`src/rtl/lsu_pkg.sv`:
```
// Shared types and constants for the load/store memory-access controller.
package lsu_pkg;

  localparam int         LANES     = 4;
  localparam logic [1:0] RESP_OKAY = 2'b00;

  localparam logic [2:0] ST_IDLE = 3'd0;
  localparam logic [2:0] ST_RD_A = 3'd1;
  localparam logic [2:0] ST_RD_D = 3'd2;
  localparam logic [2:0] ST_WR   = 3'd3;
  localparam logic [2:0] ST_WR_B = 3'd4;
  localparam logic [2:0] ST_DONE = 3'd5;

  typedef enum logic [2:0] {
    IDLE = ST_IDLE,
    RD_A = ST_RD_A,
    RD_D = ST_RD_D,
    WR   = ST_WR,
    WR_B = ST_WR_B,
    DONE = ST_DONE
  } lsu_state_e;

  typedef enum logic [1:0] {
    SZ_NONE = 2'd0,
    SZ_BYTE = 2'd1,
    SZ_HALF = 2'd2,
    SZ_WORD = 2'd3
  } lsu_size_e;

  // Size flags are one-hot; byte takes priority if several are set.
  function automatic lsu_size_e size_decode(input logic b, input logic h, input logic w);
    if (b)      return SZ_BYTE;
    else if (h) return SZ_HALF;
    else if (w) return SZ_WORD;
    else        return SZ_NONE;
  endfunction

  // An access with no size flag is treated like a misaligned one: error, no bus traffic.
  function automatic logic misaligned(input lsu_size_e sz, input logic [1:0] off);
    case (sz)
      SZ_BYTE: return 1'b0;
      SZ_HALF: return off[0];
      SZ_WORD: return (off != 2'b00);
      default: return 1'b1;
    endcase
  endfunction

endpackage

```
`src/rtl/lsu_store_align.sv`:
```
// Store-side lane alignment: replicates narrow store data across lanes and
// builds the matching byte strobes from size and address offset.
module lsu_store_align
  import lsu_pkg::*;
(
  input  logic [1:0]       size,
  input  logic [1:0]       offset,
  input  logic [31:0]      wdata_in,
  output logic [31:0]      wdata,
  output logic [LANES-1:0] wstrb
);

  // Replication means the slave picks the right bytes purely via wstrb.
  always_comb begin
    wdata = wdata_in;
    wstrb = 4'b1111;
    case (size)
      SZ_BYTE: begin
        wdata = {4{wdata_in[7:0]}};
        wstrb = 4'b0001 << offset;
      end
      SZ_HALF: begin
        wdata = {2{wdata_in[15:0]}};
        wstrb = 4'b0011 << offset;
      end
      default: begin
        wdata = wdata_in;
        wstrb = 4'b1111;
      end
    endcase
  end

endmodule

```
`src/rtl/lsu_mem_ctrl.sv`:
```
// Load/store memory-access controller: one AXI-lite style read or write per
// pipeline request, returning the lane-shifted raw read word.
module lsu_mem_ctrl
  import lsu_pkg::*;
#(
  parameter int DATA_LEN = 32,
  parameter int ADDR_LEN = 32
) (
  input  logic                clk,
  input  logic                rst,
  input  logic                in_valid,
  output logic                in_ready,
  input  logic                is_load,
  input  logic                is_store,
  input  logic                is_byte,
  input  logic                is_half,
  input  logic                is_word,
  input  logic [ADDR_LEN-1:0] addr,
  input  logic [DATA_LEN-1:0] wdata_in,
  output logic                out_valid,
  input  logic                out_ready,
  output logic [DATA_LEN-1:0] pre_data,
  output logic                lsu_err,
  output logic [ADDR_LEN-1:0] araddr,
  output logic                arvalid,
  input  logic                arready,
  input  logic [DATA_LEN-1:0] rdata,
  input  logic [1:0]          rresp,
  input  logic                rvalid,
  output logic                rready,
  output logic [ADDR_LEN-1:0] awaddr,
  output logic                awvalid,
  input  logic                awready,
  output logic [DATA_LEN-1:0] wdata,
  output logic [LANES-1:0]    wstrb,
  output logic                wvalid,
  input  logic                wready,
  input  logic [1:0]          bresp,
  input  logic                bvalid,
  output logic                bready
);

  lsu_state_e          state, state_n;
  lsu_size_e           req_size;
  logic [1:0]          offset, offset_n;
  logic [ADDR_LEN-1:0] araddr_n, awaddr_n, addr_word;
  logic [DATA_LEN-1:0] pre_data_n, wdata_n, algn_wdata;
  logic [LANES-1:0]    wstrb_n, algn_wstrb;
  logic                arvalid_n, rready_n, awvalid_n, wvalid_n, bready_n;
  logic                out_valid_n, lsu_err_n, misal, aw_done, w_done;

  assign in_ready  = (state == IDLE);
  assign req_size  = size_decode(is_byte, is_half, is_word);
  assign misal     = misaligned(req_size, addr[1:0]);
  assign addr_word = {addr[ADDR_LEN-1:2], 2'b00};

  lsu_store_align u_store_align (
    .size     (req_size),
    .offset   (addr[1:0]),
    .wdata_in (wdata_in),
    .wdata    (algn_wdata),
    .wstrb    (algn_wstrb)
  );

  // Next-state and next-output decode; every output below is registered.
  always_comb begin
    state_n     = state;
    offset_n    = offset;
    araddr_n    = araddr;
    arvalid_n   = arvalid;
    rready_n    = rready;
    awaddr_n    = awaddr;
    awvalid_n   = awvalid;
    wdata_n     = wdata;
    wstrb_n     = wstrb;
    wvalid_n    = wvalid;
    bready_n    = bready;
    out_valid_n = out_valid;
    pre_data_n  = pre_data;
    lsu_err_n   = lsu_err;
    aw_done     = !awvalid || awready;
    w_done      = !wvalid || wready;
    case (state)
      IDLE: begin
        if (in_valid) begin
          offset_n = addr[1:0];
          if (!is_load && !is_store) begin
            state_n     = DONE;
            pre_data_n  = '0;
            lsu_err_n   = 1'b0;
            out_valid_n = 1'b1;
          end else if (misal) begin
            state_n     = DONE;
            pre_data_n  = '0;
            lsu_err_n   = 1'b1;
            out_valid_n = 1'b1;
          end else if (is_load) begin
            state_n   = RD_A;
            arvalid_n = 1'b1;
            araddr_n  = addr_word;
          end else begin
            state_n   = WR;
            awvalid_n = 1'b1;
            wvalid_n  = 1'b1;
            awaddr_n  = addr_word;
            wdata_n   = algn_wdata;
            wstrb_n   = algn_wstrb;
          end
        end
      end
      RD_A: begin
        if (arready) begin
          arvalid_n = 1'b0;
          rready_n  = 1'b1;
          state_n   = RD_D;
        end
      end
      RD_D: begin
        if (rvalid) begin
          pre_data_n  = rdata >> {offset, 3'b000};
          lsu_err_n   = (rresp != RESP_OKAY);
          rready_n    = 1'b0;
          out_valid_n = 1'b1;
          state_n     = DONE;
        end
      end
      WR: begin
        // AW and W complete independently; move on once neither is pending.
        if (awvalid && awready) awvalid_n = 1'b0;
        if (wvalid && wready)   wvalid_n  = 1'b0;
        if (aw_done && w_done) begin
          bready_n = 1'b1;
          state_n  = WR_B;
        end
      end
      WR_B: begin
        if (bvalid) begin
          lsu_err_n   = (bresp != RESP_OKAY);
          pre_data_n  = '0;
          bready_n    = 1'b0;
          out_valid_n = 1'b1;
          state_n     = DONE;
        end
      end
      DONE: begin
        if (out_ready) begin
          out_valid_n = 1'b0;
          state_n     = IDLE;
        end
      end
      default: state_n = IDLE;
    endcase
  end

  // State and output registers; reset abandons any bus transaction in flight.
  always_ff @(posedge clk) begin
    if (rst) begin
      state     <= IDLE;
      offset    <= 2'b00;
      araddr    <= '0;
      arvalid   <= 1'b0;
      rready    <= 1'b0;
      awaddr    <= '0;
      awvalid   <= 1'b0;
      wdata     <= '0;
      wstrb     <= '0;
      wvalid    <= 1'b0;
      bready    <= 1'b0;
      out_valid <= 1'b0;
      pre_data  <= '0;
      lsu_err   <= 1'b0;
    end else begin
      state     <= state_n;
      offset    <= offset_n;
      araddr    <= araddr_n;
      arvalid   <= arvalid_n;
      rready    <= rready_n;
      awaddr    <= awaddr_n;
      awvalid   <= awvalid_n;
      wdata     <= wdata_n;
      wstrb     <= wstrb_n;
      wvalid    <= wvalid_n;
      bready    <= bready_n;
      out_valid <= out_valid_n;
      pre_data  <= pre_data_n;
      lsu_err   <= lsu_err_n;
    end
  end

endmodule

```
`config.mk`:
```
export PLATFORM = sky130hd
export DESIGN_NAME = lsu_mem_ctrl
export DESIGN_NICKNAME = d
export VERILOG_FILES = /design/src/rtl/lsu_pkg.sv /design/src/rtl/lsu_store_align.sv /design/src/rtl/lsu_mem_ctrl.sv
export SDC_FILE = /design/constraint.sdc
export NUM_CORES = 1
export LEC_CHECK = 0
export ABC_AREA = 1
export BUFFER_PORTS_ARGS = -buffer_cell sky130_fd_sc_hd__buf_4
export CAP_MARGIN = 30
export CORE_UTILIZATION = 30
export CTS_CLUSTER_SIZE = 16
export DETAILED_ROUTE_END_ITERATION = 6
export SETUP_SLACK_MARGIN = 0.02
export SYNTH_ARGS = -nofsm -noshare
export SYNTH_HDL_FRONTEND = slang
export SYNTH_SLANG_ARGS = --single-unit
```
`constraint.sdc`:
```
create_clock -name clk -period 2.65 [get_ports clk]
set_clock_uncertainty 0.2 [all_clocks]
set_input_delay 0.3975 -clock clk [delete_from_list [all_inputs] [get_ports clk]]
set_output_delay 0.3975 -clock clk [all_outputs]
set_load 0.01 [all_outputs]
```
Yosys cells after proc, flatten, opt, wreduce, memory -nomap -nowiden

Cells that the tools add are included.

Bitwise operators: 3
Reduce and logical (&&, ||, !) cells: 31
Eq/ne operators: 21
Shift operators: 3
Muxes and demuxes: 54

Operators by type and width:

| cell                  | number |
|---|---|
| $mux W32              | 5 |
| $pmux W32 S3          | 1 |
| $pmux W32 S2          | 1 |
| $shr A32 B5 Y32       | 1 |
| $reduce_and A6 Y1     | 5 |
| $mux W1               | 25 |
| $mux W3               | 8 |
| $ne A2 B2 Y1 const B  | 11 |
| $pmux W3 S6           | 1 |
| $reduce_and A5 Y1     | 3 |
| $reduce_bool A2 Y1    | 7 |
| $pmux W1 S2           | 5 |
| $mux W2               | 4 |
| $pmux W4 S2           | 1 |
| $eq A3 B2 Y1 const B  | 2 |
| $eq A3 B3 Y1 const B  | 2 |
| $pmux W1 S3           | 2 |
| $reduce_and A3 Y1     | 2 |
| $eq A2 B2 Y1 const B  | 2 |
| $logic_and A1 B1 Y1   | 4 |
| $logic_not A1 Y1      | 4 |
| $pmux W1 S4           | 1 |
| $reduce_bool A4 Y1    | 1 |
| $shl A1 B2 Y4 const A | 1 |
| 10 further kinds      | 13 |

Input bits: 114
Logic and storage cells: 126
Register bits after elaboration: 140
Output and inout port bits: 140

Logic depth before layout (Yosys ltp)

Gate-level depths: netlist of run 1.

Depth after elaboration: 9
Depth in mapped cells: 15

Modules after synthesis

Synthesis of run 1 repeated with hierarchy kept, for this count alone.

Cells, all modules: 1,033
Area total of the unflattened synthesis: 6,807.8 µm²

Modules (own cells, without submodules):

| module          | instances | seq. area each (µm²) | cells each | area each (µm²) |
|---|---|---|---|---|
| lsu_mem_ctrl    | 1         | 2,802.7              | 931        | 6,289.8 |
| lsu_store_align | 1         | 0.0                  | 102        | 518.0 |

Least setup slack after synthesis of run 1

Ideal clock, no wire load.

Path kind: input port to flip-flop
Start point: input port is_half
End point: register pre_data[0]
Data required time: 2.335 ns
Path buffers: 2
Setup time: 0.115 ns
Slack: 0.479 ns
Stages: 14
Arrival time: 1.856 ns
Cells stage by stage: inv_1 -> a21oi_1 -> inv_1 -> ha_1 -> inv_1 -> nand2_1 -> nand2_1 -> nand2_1 -> inv_1 -> nand3_1 -> buf_4 -> buf_2 -> a21oi_1 -> nor2_1

Longest elaborated chain between the ends: 6
Elaborated cells between the ends (all ways): 8
Classes of those cells: 4 x eq/ne; 3 x mux; 1 x reduce/logical

RTL lines:

| item                                                | line                | text |
|---|---|---|
| start: declaration                                  | lsu_mem_ctrl.sv:16  | `input logic is_half,` |
| $mux W2 (*)                                         | lsu_pkg.sv:33       | `else if (h) return SZ_HALF;` |
| $mux W2 (*)                                         | lsu_pkg.sv:32       | `if (b) return SZ_BYTE;` |
| $eq A2 B2 Y1 / $eq A2 B1 Y1 (equally long branches) | lsu_pkg.sv:40       | `case (sz)` |
| $pmux W1 S3 (*)                                     | lsu_pkg.sv:40       |  |
| $ne A3 B1 Y1 (no line) (*)                          | --                  |  |
| $reduce_and A5 Y1 (no line) (*)                     | --                  |  |
| end signal: assignment                              | lsu_mem_ctrl.sv:185 | `pre_data <= pre_data_n;` |
| end: declaration                                    | lsu_mem_ctrl.sv:22  | `output logic [DATA_LEN-1:0] pre_data,` |

Mark *: on every way between the ends. The rest lies on a longest branch, timed or not.
A chain may end at the register's enable or synchronous reset.

Worst setup path in the final report of run 1

Start point: input port is_word
End point: register wdata[16]

Longest elaborated chain between the ends: 7
Elaborated cells between the ends (all ways): 10
Classes of those cells: 3 x eq/ne; 5 x mux; 1 x bitwise; 1 x reduce/logical

RTL lines:

| item                                 | line                | text |
|---|---|---|
| start: declaration                   | lsu_mem_ctrl.sv:17  | `input logic is_word,` |
| $mux W2 (*)                          | lsu_pkg.sv:34       | `else if (w) return SZ_WORD;` |
| $mux W2 (*)                          | lsu_pkg.sv:33       |  |
| $mux W2 (*)                          | lsu_pkg.sv:32       |  |
| $eq A2 B2 Y1 (tied with other cells) | lsu_pkg.sv:40       |  |
| $pmux W1 S3                          | lsu_pkg.sv:40       |  |
| $not A1 Y1 (no line)                 | --                  |  |
| $reduce_and A5 Y1 (no line)          | --                  |  |
| end signal: assignment               | lsu_mem_ctrl.sv:180 | `wdata <= wdata_n;` |
| end: declaration                     | lsu_mem_ctrl.sv:34  | `output logic [DATA_LEN-1:0] wdata,` |

Marks and branches as above.

==> results.toml, run 1 <==
[pwr]
power_mw = 8.20
pwr-share-seq_pct = 33.1
switching_power_mw = 3.18
pwr-share-clk_pct = 28.4
swShare_pct = 38.7
pwr-share-comb_pct = 38.4
ir_drop_v = 0.000428
power_density_nw_per_um2 = 891
p_leak_nw = 4.42
intPower_mw = 5.03

[setup_path]
worstSetupStartpointType = "input pin"
cp-end-kind = "register"
cp.arrival_ns = 2.24
path_max_fanout = 14
setup.worst_path.class = "input pin to register"
cp.required_ns = 2.77

[clock_network]
cts_hold_buf = 1
cts.clk_slew.worst_paths_ns = 0.07
cts_buffer_depth = 2
cts_sinks = 140
cts_setup_buffers = 0
worstSkewPairLatency_ns = 0.42
cts_resized = 0
cts_buffers = 17
cts-root-buf = "clkbuf_16"
h-tree-depth = 4
cts_tree = "yes"

[layout]
layout-drive-gt1-share_pct = 26.6
nNetsFinal = 1321
fin_area_um2 = 9210
syn2layout_area_growth_pct = 41.5
antenna_cells = 0
fin_util_pct = 43.5

[placement]
portBuffers = 249
gp_congestion = 0.885
post-dp-hpwl_um = 15600
placed_area_um2 = 8620

[synthesis]
synth_top_family_by_area = "simple AND/OR/NAND/NOR gates"
yosysTopAreaCellShare_pct = 43.1
ys_types = 33
synth_area_um2 = 6510
async_reset_ff_share_pct = 0
avgSynthCellArea_um2 = 6.68
yosysSeqAreaShare_pct = 43.1
synth_xor_area_share_pct = 0
yosys.area_share.simple_pct = 31.1
netlist_instances = 974
synth_adder_area_share_pct = 0.769
yosys_warnings = 0
ys_top_cells_by_count = "260 x nor2_1, 184 x nand2_1, 140 x dfxtp_1"
synth_compound_area_share_pct = 16.2
synth_ff_type = "dfxtp_1"
yosysMostFrequentCell = "nor2_1"
yosysTopAreaCell = "dfxtp_1"
synthMuxAreaShare_pct = 0
synth_seq_cells = 140
synth_edf_count = 0
netlist_top_cells_area = "dfxtp_1 43%, nor2_1 15%, nand2_1 11%"

[timing]
fmax_ghz = 0.473
totalNegativeSetupSlack_ns = 0
holdWs_ns = 0.0237
period_share_pct = 79.8
finalCriticalPeriod_ns = 2.12
hold_viol_final = 0
grt_setup_unrepaired = "no"
slew_headroom_pct = 44.6
setup_violations = 0
drv_slew = 0
max_slew.worst_pin.slew_ns = 0.831

[floorplanning]
die_w_um = 149
coreArea_um2 = 21200
start_util_pct = 30.8
die_h_um = 149
std_cell_rows = 53
die_area_um2 = 22300
ios = 254

[detailed_routing]
wl_per_cell_um = 14.4
drt-initial-drc-count = 285
drc = 0
vias_per_cell = 4.66
final_antenna_net_count = 0
wl_um = 21400
dr.pass1.iters = 4
vias = 6945

[run]
max_cap_viol_count = 0

[min_path]
hp-class = "input pin to register"

[grt]
grt_pass1_wl_um = 33500
antenna_found_initial = 0
overflow = 0
grt_pass1_vias = 6481
grt_max_degree = 97
global_route.usage.total_pct = 19.2

[run_status]
status = "completed"
[critical path: stages]
cell and delay, ns:
buf_4 0.11, a21oi_1 0.28, inv_1 0.11, ha_1 0.32, clkinv_1 0.31, buf_4 0.29
o21ai_0 0.22, nand2_1 0.08, nand2_1 0.06, nor2_1 0.05
[cell usage in the layout (no fill, tap or decap), types with 3 or more instances in the layout]
cell type  instances
a21oi_1           45
a31oi_1            4
a32oi_1            8
buf_12             5
buf_4            267
clkbuf_16         17
clkinv_4           4
conb_1             4
dfxtp_1          140
ha_1               4
inv_1             51
inv_2              3
inv_6              4
inv_8              3
nand2_1          184
nand2_2            5
nand3_1           40
nor2_1           260
nor3_1             3
o211ai_1           4
o21ai_0          120
o21ai_1           17
[flip-flops by register name, summed over array words and instances, names as in the netlist]
register and flops:
out_valid 1, bready 1, offset 2, arvalid 1, araddr 30, lsu_err 1
pre_data 32, rready 1, wstrb 4, wvalid 1, wdata 32, awaddr 30
state 3, awvalid 1
[power by group through the flow]
stage / Sequential, mW / Combinational, mW / Clock (mW)
detailed placement: 2.76 / 3.18 / 0
global route: 2.76 / 3.57 / 2.49
floorplan: 2.86 / 1.92 / 0
global placement: 2.76 / 3.15 / 0
CTS: 2.72 / 3.19 / 2.40
finish: 2.72 / 3.15 / 2.33
[layout make-up]
cell class                      instances  area (µm²)
Fill cell                            2236       11900
Multi-Input combinational cell        712        3140
Sequential cell                       140        2800
Timing Repair Buffer                  273        2110
Clock buffer                           17         425
Tap cell                              275         344
Inverter                               59         228
Clock inverter                         15         151
[through the flow]
step | cells | setup slack (ns)
global route | 1491 | 0.326
global placement | 1458 | 0.0972
detailed placement | 1458 | 0.102
CTS | 1491 | 0.555
floorplan | 977 | 0.479
finish | 1491 | 0.534
[metal layers]
metal | up-vias | share of wire (%) | global-route usage, %
li1 | 3571 | - | -
met1 | 3122 | 42 | 22.9
met2 | 223 | 47 | 32.4
met3 | 29 | 8.6 | 5.81
met4 | 0 | 2.0 | 7.40
met5 | - | 0 | 0
[logic make-up (layout without fill, tap and decap cells)]
| logic type | count (synthesis) | in the layout |
|---|---|---|
| buffers and inverters | 125 | 364 |
| AOI/OAI and AO/OA | 200 | 200 |
| and+or+nand+nor | 504 | 504 |
| adders and majority gates | 4 | 4 |
| other | 1 | 4 |
| DFF | 140 | 140 |
[final timing paths]
| path | depth (start not counted) | start | slack [ns] | to |
|---|---|---|---|---|
| max reg2reg | 5 | offset[1]$_SDFFE_PP0P_ | 0.59 | pre_data[2]$_SDFFE_PP0P_ |
| min reg2reg | 2 | pre_data[2]$_SDFFE_PP0P_ | 0.28 | pre_data[2]$_SDFFE_PP0P_ |
| max | 10 | is_word | 0.53 | wdata[16]$_SDFFE_PP0P_ |
| min | 3 | addr[2] | 0.02 | araddr[2]$_SDFFE_PP0P_ |
No activity file was read; power rests on OpenSTA's default activity.
==> run 2: changes to the inputs <==
--- a/config.mk
+++ b/config.mk
@@ -5,7 +5,7 @@
 export SDC_FILE = /design/constraint.sdc
 export NUM_CORES = 1
 export LEC_CHECK = 0
-export ABC_AREA = 1
+export ABC_AREA = 0
 export BUFFER_PORTS_ARGS = -buffer_cell sky130_fd_sc_hd__buf_4
 export CAP_MARGIN = 30
 export CORE_UTILIZATION = 30
==> constraint.sdc (replaced) <==
create_clock -name clk -period 1.8 [get_ports clk]
set_clock_uncertainty 0.2 [all_clocks]
set_input_delay 0.27 -clock clk [delete_from_list [all_inputs] [get_ports clk]]
set_output_delay 0.27 -clock clk [all_outputs]
set_load 0.01 [all_outputs]
==> results.toml, run 2 <==
[grt]
grt_max_degree = 78
grt_pass1_vias = 6441
global_route.usage.total_pct = 20.5
overflow = 0
grt_pass1_wl_um = 34500
antenna_found_initial = 0

[floorplanning]
ios = 254
coreArea_um2 = 19700
die_w_um = 145
std_cell_rows = 51
start_util_pct = 31.1
die_area_um2 = 21000
die_h_um = 145

[clock_network]
worstSkewPairLatency_ns = 0.41
cts-root-buf = "clkbuf_16"
cts_buffers = 17
cts.clk_slew.worst_paths_ns = 0.06
h-tree-depth = 4
cts_tree = "yes"
cts_sinks = 140
cts_buffer_depth = 2

[timing]
drv_slew = 0
holdWs_ns = -0.0106
period_share_pct = 119
setup_violations = 135
fmax_ghz = 0.466
setup_slack_ns = -0.345
grt_setup_unrepaired = "yes"
finalCriticalPeriod_ns = 2.15
hold_viol_final = 1

[setup_path]
path_buf_inv = 2
path_max_fanout = 8
cp-end-kind = "register"
crit_chain = "or4b_4, a2111o_2, clkbuf_16, buf_8, nand2_1, a21oi_1"
crit_family = "simple AND/OR/NAND/NOR gates"
cp.arrival_ns = 2.23
worstSetupStartpointType = "register"
setup.worst_path.class = "register to register"
cp.required_ns = 1.88
max_stage_delay_ns = 0.56
crit_slowest_cell = "or4b_4"

[synthesis]
synth_area_um2 = 6130
synth_ff_type = "dfxtp_1"
synth_seq_cells = 140
yosysSeqAreaShare_pct = 45.7
netlist_top_cells_area = "dfxtp_1 46%, mux2i_1 9.3%, nand2_1 8.5%"
synth_edf_count = 0
avgSynthCellArea_um2 = 8.62
yosys_warnings = 0
netlist_instances = 711
ys_types = 47
async_reset_ff_share_pct = 0
ys_top_cells_by_count = "140 x dfxtp_1, 139 x nand2_1, 73 x a21oi_1"
yosysTopAreaCell = "dfxtp_1"
yosysMostFrequentCell = "dfxtp_1"
yosysTopAreaCellShare_pct = 45.7

[run_status]
status = "finished, violations left"
violations = "hold timing, setup timing"

[detailed_routing]
drt-initial-drc-count = 320
drc = 0
vias_per_cell = 4.82
dr.pass1.iters = 4
wl_per_cell_um = 16.4
vias = 6556
wl_um = 22300
final_antenna_net_count = 0

[layout]
nNetsFinal = 1201
reg.largest.list = "pre_data: 32 flops, wdata: 32 flops"
syn2layout_area_growth_pct = 76.8
fin_area_um2 = 10800
layout-drive-gt1-share_pct = 42.1
final_cell_mix = "305 x buf_4, 138 x dfxtp_1, 113 x nand2_1"
antenna_cells = 0
final_common_cell = "buf_4"

[pwr]
ir_drop_v = 0.000615
power_density_nw_per_um2 = 940
power_mw = 10.2
p_leak_nw = 4.78

[placement]
placed_area_um2 = 8840
post-dp-hpwl_um = 14900
portBuffers = 249
gp_congestion = 0.806

[run]
max_cap_viol_count = 0

[min_path]
hp-class = "input pin to register"
[run 2: cell types whose count changed in the layout (fill, tap and decap cells not counted), sizes merged, moves of 28 or more]
cell	previous run	this run
nand3	40	1
nand2	190	139
mux2i	0	57
dlygate4sd3	1	72
buf	272	334
nor2	265	61
o21ai	137	13
a21oi	45	73
inv	63	12
[run 2: what timing repair did]
item | 4_1_cts | 5_1_grt
endpoints found under the setup margin | 135 | 137
gates cloned | 3 | 6
buffers inserted | 11 | 10
endpoints found under the hold margin | 102 | 0
pin swaps | 8 | 18
hold buffers | 72 | 0
resized for setup | 16 | 70
[run 2: logic make-up after synthesis]
group           synth area share (%)
mux                             11.1
fa+ha+maj                      0.817
buf+inv                         4.78
flops                           45.7
simple gates                    19.1
compound gates                  18.2
xor+xnor                       0.143
other cells                   0.0612
[run 2: path summary, 6_finish.rpt]
check                           cells past startpoint  slack [ns]                    from                       to
worst min register to register                      2        0.25  awaddr[8]$_SDFFE_PP0P_   awaddr[8]$_SDFFE_PP0P_
worst min-delay path                                3       -0.01            wdata_in[15]   wdata[15]$_SDFFE_PP0P_
worst max-delay path                                6       -0.35   state[2]$_SDFFE_PP0P_  awaddr[16]$_SDFFE_PP0P_
worst max register to register                      6       -0.35   state[2]$_SDFFE_PP0P_  awaddr[16]$_SDFFE_PP0P_
[run 2: worst register-to-register path, stage by stage (launching register included)]
cell and delay, ns:
dfxtp_2 0.32, or4b_4 0.56, a2111o_2 0.45, clkbuf_16 0.21, buf_8 0.14, nand2_1 0.07, a21oi_1 0.05
[run 2: metrics by stage]
stage | instances | worst slack (ns) | setup TNS, ns | utilization, % | hold slack, ns
CTS | 1347 | -0.282 | -25.06 | 52.8 | 0.00852
detailed placement | 1229 | -0.636 | -76.20 | 44.9 | 0.245
global placement | 1229 | -0.590 | -71.12 | 44.9 | 0.239
floorplan | 714 | -0.352 | -34.13 | - | 0.184
global route | 1361 | -0.395 | -35.98 | 54.9 | 0.0000726
finish | 1361 | -0.345 | -27.52 | 54.9 | -0.0106
[run 2: layer usage]
layer / GRT usage (%) / vias up / share of wire, %
li1: - / 3236 / -
met1: 25.5 / 3072 / 42
met2: 34.1 / 211 / 49
met4: 7.93 / 0 / 2.8
met3: 5.00 / 37 / 6.0
met5: 0 / - / 0
[run 2: power by group]
group	internal [mW]	switching, mW
Clock	2.08	1.47
Combinational	1.69	1.52
Sequential	3.29	0.124
[run 2: cell type report]
| type | count | area (µm²) |
|---|---|---|
| clock buffers | 19 | 433 |
| clock inverters | 13 | 159 |
| fillers | 1764 | 8880 |
| inverters | 8 | 41.3 |
| multi-input cells | 505 | 3420 |
| flip-flops and latches | 140 | 2810 |
| well taps | 265 | 332 |
| repair buffers | 411 | 3640 |
==> run 3: changes to the inputs <==
--- a/config.mk
+++ b/config.mk
@@ -8,9 +8,12 @@
 export ABC_AREA = 0
 export BUFFER_PORTS_ARGS = -buffer_cell sky130_fd_sc_hd__buf_4
 export CAP_MARGIN = 30
+export CELL_PAD_IN_SITES_DETAIL_PLACEMENT = 1
+export CELL_PAD_IN_SITES_GLOBAL_PLACEMENT = 1
 export CORE_UTILIZATION = 30
 export CTS_CLUSTER_SIZE = 16
 export DETAILED_ROUTE_END_ITERATION = 6
+export PLACE_DENSITY_LB_ADDON = 0.1
 export SETUP_SLACK_MARGIN = 0.02
 export SYNTH_ARGS = -nofsm -noshare
 export SYNTH_HDL_FRONTEND = slang
==> results.toml, run 3 (synthesized netlist as in run 2, its figures left out) <==
[timing]
grt_setup_unrepaired = "yes"
hold_viol_final = 1
max_slew.worst_pin.slew_ns = 0.525
setup_violations = 137
fmax_ghz = 0.468
drv_slew = 0
finalCriticalPeriod_ns = 2.14
holdWs_ns = -0.0219
setup_slack_ns = -0.336
period_share_pct = 119
slew_headroom_pct = 64.8

[pwr]
ir_drop_v = 0.000599
power_mw = 9.92
pwr-share-comb_pct = 31.6
switching_power_mw = 3.20
swShare_pct = 32.3
power_density_nw_per_um2 = 949
intPower_mw = 6.72
p_leak_nw = 4.60
pwr-share-clk_pct = 34.0
pwr-share-seq_pct = 34.5

[layout]
layout-drive-gt1-share_pct = 37.8
final_cell_mix = "296 x buf_4, 138 x dfxtp_1, 134 x nand2_1"
reg.largest.list = "pre_data: 32 flops, wdata: 32 flops"
syn2layout_area_growth_pct = 70.6
nNetsFinal = 1183
antenna_cells = 0
final_common_cell = "buf_4"
fin_util_pct = 53.0

[grt]
overflow = 0
grt_pass1_vias = 7189
grt_max_degree = 44
antenna_found_initial = 0
global_route.usage.total_pct = 23.3
grt_pass1_wl_um = 39000

[floorplanning]
ios = 254
die_area_um2 = 21000
coreArea_um2 = 19700
start_util_pct = 31.1
die_w_um = 145
die_h_um = 145
std_cell_rows = 51

[setup_path]
r2r_cells = 5
cp.arrival_ns = 2.23
crit_chain = "or4b_4, a2111o_2, buf_12, nand2_1, a21oi_1"
cp-end-kind = "register"
worstSetupStartpointType = "register"
max_stage_delay_ns = 0.57
setup.worst_path.class = "register to register"
path_max_fanout = 42
cp.required_ns = 1.89
crit_slowest_cell = "or4b_4"

[run_status]
violations = "hold timing, setup timing"
status = "finished, violations left"

[clock_network]
cts_tree = "yes"
cts.clk_slew.worst_paths_ns = 0.08
cts_buffer_depth = 2
h-tree-depth = 4
cts-root-buf = "clkbuf_16"
worstSkewPairLatency_ns = 0.42
cts_sinks = 140
cts_buffers = 17

[placement]
portBuffers = 249
post-dp-hpwl_um = 16700
gp_congestion = 0.831

[detailed_routing]
final_antenna_net_count = 0
wl_um = 24600
drt-initial-drc-count = 185
vias_per_cell = 4.94
wl_per_cell_um = 18.4
dr.pass1.iters = 4
drc = 0
vias = 6630

[min_path]
holdPathStages = 3
hp-class = "input pin to register"

[run]
max_cap_viol_count = 0
==> run 3: cell types whose count changed in the layout (fill, tap and decap cells not counted), moves of 3 or more <==
cell,delta
nand2_1,+21
nand2_2,-16
buf_4,-9
a21oi_1,+7
a21oi_2,-7
nor2_1,+6
nor2_2,-6
nand2_4,-5
buf_8,-3
==> run 3: layout make-up <==
type                    count  area [µm²]
fillers                  2220        9260
flip-flops and latches    140        2810
clock buffers              18         429
well taps                 265         332
clock inverters            14         128
inverters                   8        41.3
multi-input cells         505        3290
repair buffers            393        3430
==> run 3: power by group through the flow <==
stage                     clock [mW]  sequential, mW  combinational, mW
after global placement             0            3.47               2.46
final                           3.37            3.42               3.13
after detailed placement           0            3.48               2.53
after global routing            3.57            3.44               3.35
after floorplan                    0            3.53               1.38
after CTS                       3.45            3.41               2.98
==> run 3: path summary, 6_finish.rpt <==
kind / from / end / slack [ns]
setup / recovery: state[1]$_SDFFE_PP0P_ / awaddr[16]$_SDFFE_PP0P_ / -0.34
hold / removal: wdata_in[9] / wdata[9]$_SDFFE_PP0P_ / -0.02
setup reg to reg: state[1]$_SDFFE_PP0P_ / awaddr[16]$_SDFFE_PP0P_ / -0.34
hold reg to reg: pre_data[24]$_SDFFE_PP0P_ / pre_data[24]$_SDFFE_PP0P_ / 0.26
==> run 3: critical path, delay by kind of cell (launching register included) <==
family / cells / cell delay, ns
compound gates: 2 / 0.55
buf+inv: 1 / 0.22
flops: 1 / 0.33
simple gates: 2 / 0.67
==> run 3: repair_timing <==
action / in CTS / in global routing
endpoints found under the hold margin: 101 / 0
cloned: 5 / 2
setup endpoints to repair: 135 / 137
pin swaps: 5 / 2
hold buffers: 71 / 0
resized for setup: 12 / 22
setup buffers: 9 / 9
==> run 3: through the flow <==
stage,std cells,area (µm²),setup slack (ns),TNS (ns)
after floorplan,714,6420,-0.352,-34.13
after global placement,1215,8760,-0.581,-66.01
after detailed placement,1215,8760,-0.643,-71.60
after CTS,1332,10300,-0.337,-29.05
after global routing,1343,10500,-0.390,-37.85
final,1343,10500,-0.336,-28.72
==> run 3: per-layer routing <==
layer	GRT usage [%]	up-vias	share of wire [%]
li1	-	3184	-
met1	28.0	3198	43
met2	40.0	206	49
met3	5.72	42	5.7
met4	8.40	0	2.4
met5	0	-	0
